===== src/rtl/tc_div_31s_16u_17s.sv =====
// Sequential restoring divider: 31-bit signed dividend / 16-bit unsigned divisor,
// producing a 17-bit signed saturated quotient (truncated toward zero) and remainder.
// One division in flight, valid/ready on both sides, 31 cycles per division.
// Optional feature macro: TC_DIV_REMAINDER_EN (remainder register and port value);
// when undefined the remainder port is tied to zero.
module tc_div_31s_16u_17s #(
  parameter int unsigned DIVIDEND_WIDTH = 31,
  parameter int unsigned DIVISOR_WIDTH  = 16,
  parameter int unsigned QUOTIENT_WIDTH = 17
) (
  input  logic                      ap_clk,
  input  logic                      ap_rst,
  input  logic                      in_valid,
  output logic                      in_ready,
  input  logic [DIVIDEND_WIDTH-1:0] dividend,
  input  logic [DIVISOR_WIDTH-1:0]  divisor,
  output logic                      out_valid,
  input  logic                      out_ready,
  output logic [QUOTIENT_WIDTH-1:0] quotient,
  output logic [QUOTIENT_WIDTH-1:0] remainder,
  output logic                      overflow,
  output logic                      div_by_zero
);

  localparam int unsigned CntW = $clog2(DIVIDEND_WIDTH);
  localparam int unsigned RemW = DIVISOR_WIDTH + 1;
  localparam int unsigned PadW = DIVIDEND_WIDTH + 1 - QUOTIENT_WIDTH;

  // Saturation bounds, both at output width and at the wide signed quotient width
  localparam logic [QUOTIENT_WIDTH-1:0] QMaxQ = {1'b0, {(QUOTIENT_WIDTH-1){1'b1}}};
  localparam logic [QUOTIENT_WIDTH-1:0] QMinQ = {1'b1, {(QUOTIENT_WIDTH-1){1'b0}}};
  localparam logic signed [DIVIDEND_WIDTH:0] QMaxW = $signed({{PadW{1'b0}}, QMaxQ});
  localparam logic signed [DIVIDEND_WIDTH:0] QMinW = $signed({{PadW{1'b1}}, QMinQ});

  typedef enum logic [1:0] {StIdle, StCalc, StDone} state_e;

  state_e                      state_q, state_d;
  logic                        sign_q, sign_d;
  logic [DIVIDEND_WIDTH-1:0]   mag_q, mag_d;
  logic [DIVISOR_WIDTH-1:0]    dvs_q, dvs_d;
  logic [DIVISOR_WIDTH-1:0]    rem_q, rem_d;     // partial remainder, always < divisor
  logic [DIVIDEND_WIDTH-2:0]   quo_q, quo_d;     // quotient bits collected so far
  logic [CntW-1:0]             cnt_q, cnt_d;
  logic [QUOTIENT_WIDTH-1:0]   quotient_q, quotient_d;
  logic                        overflow_q, overflow_d;
  logic                        dbz_q, dbz_d;

  logic                        accept, go_zero, last_step, release_res;
  logic [RemW-1:0]             r_shift, r_sub, r_next;
  logic                        ge;
  logic [DIVIDEND_WIDTH-1:0]   qu_next;
  logic signed [DIVIDEND_WIDTH:0] q_signed;
  logic [QUOTIENT_WIDTH-1:0]   q_sat;
  logic                        q_ovf;

  assign in_ready    = (state_q == StIdle) && !ap_rst;
  assign out_valid   = (state_q == StDone);
  assign quotient    = quotient_q;
  assign overflow    = overflow_q;
  assign div_by_zero = dbz_q;

  assign accept      = (state_q == StIdle) && in_valid;
  assign go_zero     = accept && (divisor == '0);
  assign last_step   = (state_q == StCalc) && (cnt_q == '0);
  assign release_res = (state_q == StDone) && out_ready;

  // One restoring step: shift in the next dividend bit, subtract if it fits
  always_comb begin
    r_shift = {rem_q, mag_q[cnt_q]};
    r_sub   = r_shift - {1'b0, dvs_q};
    ge      = (r_shift >= {1'b0, dvs_q});
    r_next  = ge ? r_sub : r_shift;
    qu_next = {quo_q, ge};
  end

  // Apply the dividend sign to the final unsigned quotient and clamp to output range
  always_comb begin
    q_signed = sign_q ? -$signed({1'b0, qu_next}) : $signed({1'b0, qu_next});
    q_sat    = q_signed[QUOTIENT_WIDTH-1:0];
    q_ovf    = 1'b0;
    if (q_signed > QMaxW) begin
      q_sat = QMaxQ;
      q_ovf = 1'b1;
    end else if (q_signed < QMinW) begin
      q_sat = QMinQ;
      q_ovf = 1'b1;
    end
  end

  // Next-state and datapath update
  always_comb begin
    state_d    = state_q;
    sign_d     = sign_q;
    mag_d      = mag_q;
    dvs_d      = dvs_q;
    rem_d      = rem_q;
    quo_d      = quo_q;
    cnt_d      = cnt_q;
    quotient_d = quotient_q;
    overflow_d = overflow_q;
    dbz_d      = dbz_q;
    unique case (state_q)
      StIdle: begin
        if (accept) begin
          sign_d = dividend[DIVIDEND_WIDTH-1];
          // -2^30 maps to 2^30, which still fits the unsigned magnitude
          mag_d  = dividend[DIVIDEND_WIDTH-1] ? (~dividend + DIVIDEND_WIDTH'(1)) : dividend;
          dvs_d  = divisor;
          rem_d  = '0;
          quo_d  = '0;
          cnt_d  = CntW'(DIVIDEND_WIDTH - 1);
          if (go_zero) begin
            state_d    = StDone;
            dbz_d      = 1'b1;
            overflow_d = 1'b0;
            if (dividend == '0) begin
              quotient_d = '0;
            end else if (dividend[DIVIDEND_WIDTH-1]) begin
              quotient_d = QMinQ;
            end else begin
              quotient_d = QMaxQ;
            end
          end else begin
            state_d = StCalc;
          end
        end
      end
      StCalc: begin
        rem_d = r_next[DIVISOR_WIDTH-1:0];
        quo_d = qu_next[DIVIDEND_WIDTH-2:0];
        cnt_d = cnt_q - CntW'(1);
        if (last_step) begin
          state_d    = StDone;
          quotient_d = q_sat;
          overflow_d = q_ovf;
          dbz_d      = 1'b0;
        end
      end
      StDone: begin
        if (out_ready) begin
          state_d    = StIdle;
          quotient_d = '0;
          overflow_d = 1'b0;
          dbz_d      = 1'b0;
        end
      end
      default: state_d = StIdle;
    endcase
  end

  // State and datapath registers, synchronous reset
  always_ff @(posedge ap_clk) begin
    if (ap_rst) begin
      state_q    <= StIdle;
      sign_q     <= 1'b0;
      mag_q      <= '0;
      dvs_q      <= '0;
      rem_q      <= '0;
      quo_q      <= '0;
      cnt_q      <= '0;
      quotient_q <= '0;
      overflow_q <= 1'b0;
      dbz_q      <= 1'b0;
    end else begin
      state_q    <= state_d;
      sign_q     <= sign_d;
      mag_q      <= mag_d;
      dvs_q      <= dvs_d;
      rem_q      <= rem_d;
      quo_q      <= quo_d;
      cnt_q      <= cnt_d;
      quotient_q <= quotient_d;
      overflow_q <= overflow_d;
      dbz_q      <= dbz_d;
    end
  end

`ifdef TC_DIV_REMAINDER_EN
  logic [QUOTIENT_WIDTH-1:0] remainder_q, remainder_d;
  logic [QUOTIENT_WIDTH-1:0] r_ext;

  // Signed remainder follows the dividend sign; cleared on divide-by-zero and release
  always_comb begin
    r_ext       = QUOTIENT_WIDTH'(r_next);
    remainder_d = remainder_q;
    if (go_zero || release_res) begin
      remainder_d = '0;
    end else if (last_step) begin
      remainder_d = sign_q ? (~r_ext + QUOTIENT_WIDTH'(1)) : r_ext;
    end
  end

  // Remainder register
  always_ff @(posedge ap_clk) begin
    if (ap_rst) begin
      remainder_q <= '0;
    end else begin
      remainder_q <= remainder_d;
    end
  end

  assign remainder = remainder_q;
`else
  logic unused_rem;
  assign unused_rem = r_next[DIVISOR_WIDTH] ^ release_res;
  assign remainder  = '0;
`endif

endmodule


===== config.mk =====
export PLATFORM = sky130hd
export DESIGN_NAME = tc_div_31s_16u_17s
export DESIGN_NICKNAME = d
export VERILOG_FILES = /design/src/rtl/tc_div_31s_16u_17s.sv
export SDC_FILE = /design/constraint.sdc
export NUM_CORES = 1
export LEC_CHECK = 0
export CAP_MARGIN = 20
export CORE_ASPECT_RATIO = 0.7
export CORE_UTILIZATION = 35
export CTS_CLUSTER_DIAMETER = 100
export CTS_CLUSTER_SIZE = 28
export DETAILED_ROUTE_END_ITERATION = 10
export MAX_ROUTING_LAYER = met4
export PLACE_DENSITY = 0.55
export REMOVE_ABC_BUFFERS = 1
export SLEW_MARGIN = 10
export SYNTH_ARGS = -nofsm -noshare
export SYNTH_HDL_FRONTEND = slang
export SYNTH_SLANG_ARGS = --single-unit

===== constraint.sdc =====
create_clock -name ap_clk -period 5.89 [get_ports ap_clk]
set_input_delay 0.589 -clock ap_clk [delete_from_list [all_inputs] [get_ports ap_clk]]
set_output_delay 0.589 -clock ap_clk [all_outputs]
set_load 0.01 [all_outputs]

==> flow_summary.json <==
{
  "outcome": "complete, no violations",
  "route.vias.total": 6842,
  "syn_to_final_growth_pct": 18.9,
  "cp_top_family": "compound AO/OA/AOI/OAI gates",
  "grt_max_degree": 76,
  "reg2reg_from": "cnt_q[1]",
  "cp-end-kind": "flop",
  "min_to": "dvs_q[6]",
  "cp.depth": 20,
  "synth_cell_types": 79,
  "dr.first_iter.drc_count": 461,
  "power.leakage_nw": 3.32,
  "critical_path.cell_chain": "mux4_2, mux4_2, mux2i_1, ha_1, nor2b_1, o31a_1, o31a_1, o21ai_1, nand2b_1, inv_1, ha_1, nor2b_1, nand4_1, o21ai_1, nor4b_2, o2111ai_1, a221o_1, o31a_4, o211ai_1, a21oi_1",
  "overflow": 0,
  "synth_flop_cell": "dfxtp_1",
  "yosysSeqAreaShare_pct": 31.6,
  "rsz0062_at_grt": "no",
  "ys_warn_count": 0,
  "maxSlewViolCount": 0,
  "root_buffer": "clkbuf_16",
  "boundaryPins": 89,
  "tightest_slew_ns": 0.890,
  "final_cell_area_um2": 9020,
  "post-route-drc-count": 0,
  "die_y_um": 125,
  "drt-total-wl_um": 20700,
  "r2r_cells": 20,
  "cp.required_ns": 6.17,
  "core_um2": 21000,
  "initial_core_util_pct": 36.2,
  "antenna_left": 0,
  "diodes": 0,
  "ys_ff_latch": 120,
  "clock.fmax_ghz": 0.182,
  "ctsHtreeMaxLevel": 4,
  "wire_per_inst_um": 16.4,
  "min_period_over_period_pct": 93.5,
  "vias_per_cell": 5.43,
  "async_reset_ff_share_pct": 0,
  "r2r_end": "overflow",
  "final_common_cell": "nor2_1",
  "grt_pass1_vias": 6255,
  "min_period_ns": 5.50,
  "mostFrequentLayoutCells": "120 x nor2_1, 119 x dfxtp_1, 88 x nand2_1",
  "rows": 44,
  "clk_latency_ns": 0.43,
  "ir_worst_vdd_v": 0.000328,
  "clkTransAtPathRegs_ns": 0.06,
  "hold-path-cell-count": 2,
  "yosys-mux-area-fraction_pct": 3.69,
  "cts_buffers": 17,
  "skew_ns": 0.0174,
  "grt_use_total_pct": 19.8,
  "synth_enable_flop_cells": 0,
  "setup_tns_ns": 0,
  "antenna_found_initial": 0,
  "clockBufferDepth": 2,
  "cts_tree": "yes",
  "r2r_slack_ns": 0.39,
  "die_w_um": 178,
  "syn_inst": 935,
  "path_max_fanout": 18,
  "synthSimpleGateAreaFrac_pct": 21.7,
  "synth_top_family_by_area": "compound AO/OA/AOI/OAI gates",
  "drv_cap": 0,
  "synth.cell_area_um2": 7590,
  "worstHoldStart": "dvs_q[6]",
  "hold_violations": 0,
  "drive_gt1_share_pct": 8.54,
  "critPathSlowestCell": "dfxtp_1",
  "arrival_ns": 5.79,
  "synth_compound_area_share_pct": 25.5,
  "clock_sinks": 120,
  "synth_xor_area_share_pct": 5.65,
  "die_area_um2": 22300,
  "num-nets-final": 1047,
  "first_pass_iters": 5,
  "finalCoreUtilization_pct": 43.0,
  "hp-class": "flop to flop",
  "worstSetupPathType": "flop to flop",
  "grt_pass1_wl_um": 34200,
  "cp-start-kind": "flop",
  "gp_congestion": 0.945,
  "avgSynthCellArea_um2": 8.12,
  "power_per_cell_area_nw_per_um2": 526,
  "setup_viol": 0,
  "port_buffers": 71,
  "hpwlAfterDp_um": 14100,
  "max_stage_delay_ns": 0.56,
  "synthAdderAreaFrac_pct": 4.22,
  "fill_cells": 2073,
  "slew_headroom_pct": 40.6,
  "timing.critical_path.buf_inv": 1,
  "postPlaceCellArea_um2": 8420
}
[layout make-up]
class / instances / area, um2 / area share (%)
sequential: 120 / 2410 / 26.7
timing repair buffer: 88 / 836 / 9.26
clock inverter: 15 / 151 / 1.68
multi-input combinational: 706 / 4720 / 52.3
inverter: 38 / 143 / 1.58
tap: 276 / 345 / 3.83
clock buffer: 17 / 425 / 4.71
[synthesized netlist by cell type (20+ instances only)]
| master | number | area share [%] |
|---|---|---|
| a211oi_1 | 33 | 3.3 |
| a21oi_1 | 46 | 3.0 |
| a22oi_1 | 36 | 3.6 |
| clkbuf_1 | 58 | 2.9 |
| dfxtp_1 | 120 | 32 |
| ha_1 | 24 | 4.0 |
| inv_1 | 37 | 1.8 |
| nand2_1 | 88 | 4.4 |
| nor2_1 | 120 | 5.9 |
| nor3_1 | 22 | 1.5 |
| o21ai_0 | 25 | 1.6 |
| o31ai_1 | 20 | 2.0 |
| xor2_1 | 39 | 4.5 |
[worst min-delay path, delay by kind of cell, from the launching register on]
family,cells,cell delay (ns)
flops,1,0.31
simple gates,1,0.05
compound gates,1,0.05
[stage by stage]
step           setup WS [ns]  instances  total power [mW]  hold slack [ns]
2_1_floorplan         -0.222        864              2.83            0.423
3_3_place_gp           0.168       1228              3.72            0.444
3_5_place_dp         0.00379       1228              3.70            0.450
4_1_cts                0.112       1260              4.77            0.459
5_1_grt              0.00580       1260              5.13            0.479
6_report               0.386       1260              4.75            0.455
[flip-flops by register name (all words and copies together), names as in the netlist, 2 cells and up]
name / count
cnt_q: 5
quo_q: 30
mag_q: 31
state_q: 2
quotient: 17
dvs_q: 16
rem_q: 16
[cell families after synthesis]
family          Yosys count
mux                      18
simple gates            335
fa+ha+maj                25
flops                   120
buf+inv                 125
xor+xnor                 49
compound gates          262
other cells               1
[layer usage]
metal | share of wire, % | GRT usage [%]
met1 | 54 | 30.0
met4 | 0.88 | 4.78
met2 | 40 | 25.7
met3 | 5.4 | 4.32
met5 | 0 | -
[report_power, final]
part           total, mW  switching, mW  internal (mW)
clock network       1.04          0.447          0.597
registers           1.10          0.123          0.974
logic               2.61           1.57           1.04
total               4.75           2.14           2.61
[how the worst max path moves through the flow]
stage	startpoint	to	slack, ns
2_1_floorplan	cnt_q[0]	overflow	-0.22
3_3_place_gp	cnt_q[0]	overflow	0.17
3_5_place_dp	cnt_q[0]	overflow	0.004
4_1_cts	cnt_q[0]	overflow	0.11
5_1_grt	cnt_q[1]	overflow	0.006
6_report	cnt_q[1]	overflow	0.39
[what timing repair did]
action                     4_1_cts  5_1_grt
setup endpoints to repair        1       18
buffers inserted                 0        0
resized for setup                1        8
hold buffers                     0        0
pin swaps                        0        1
Note: power is estimated with default switching activity, not from simulation.
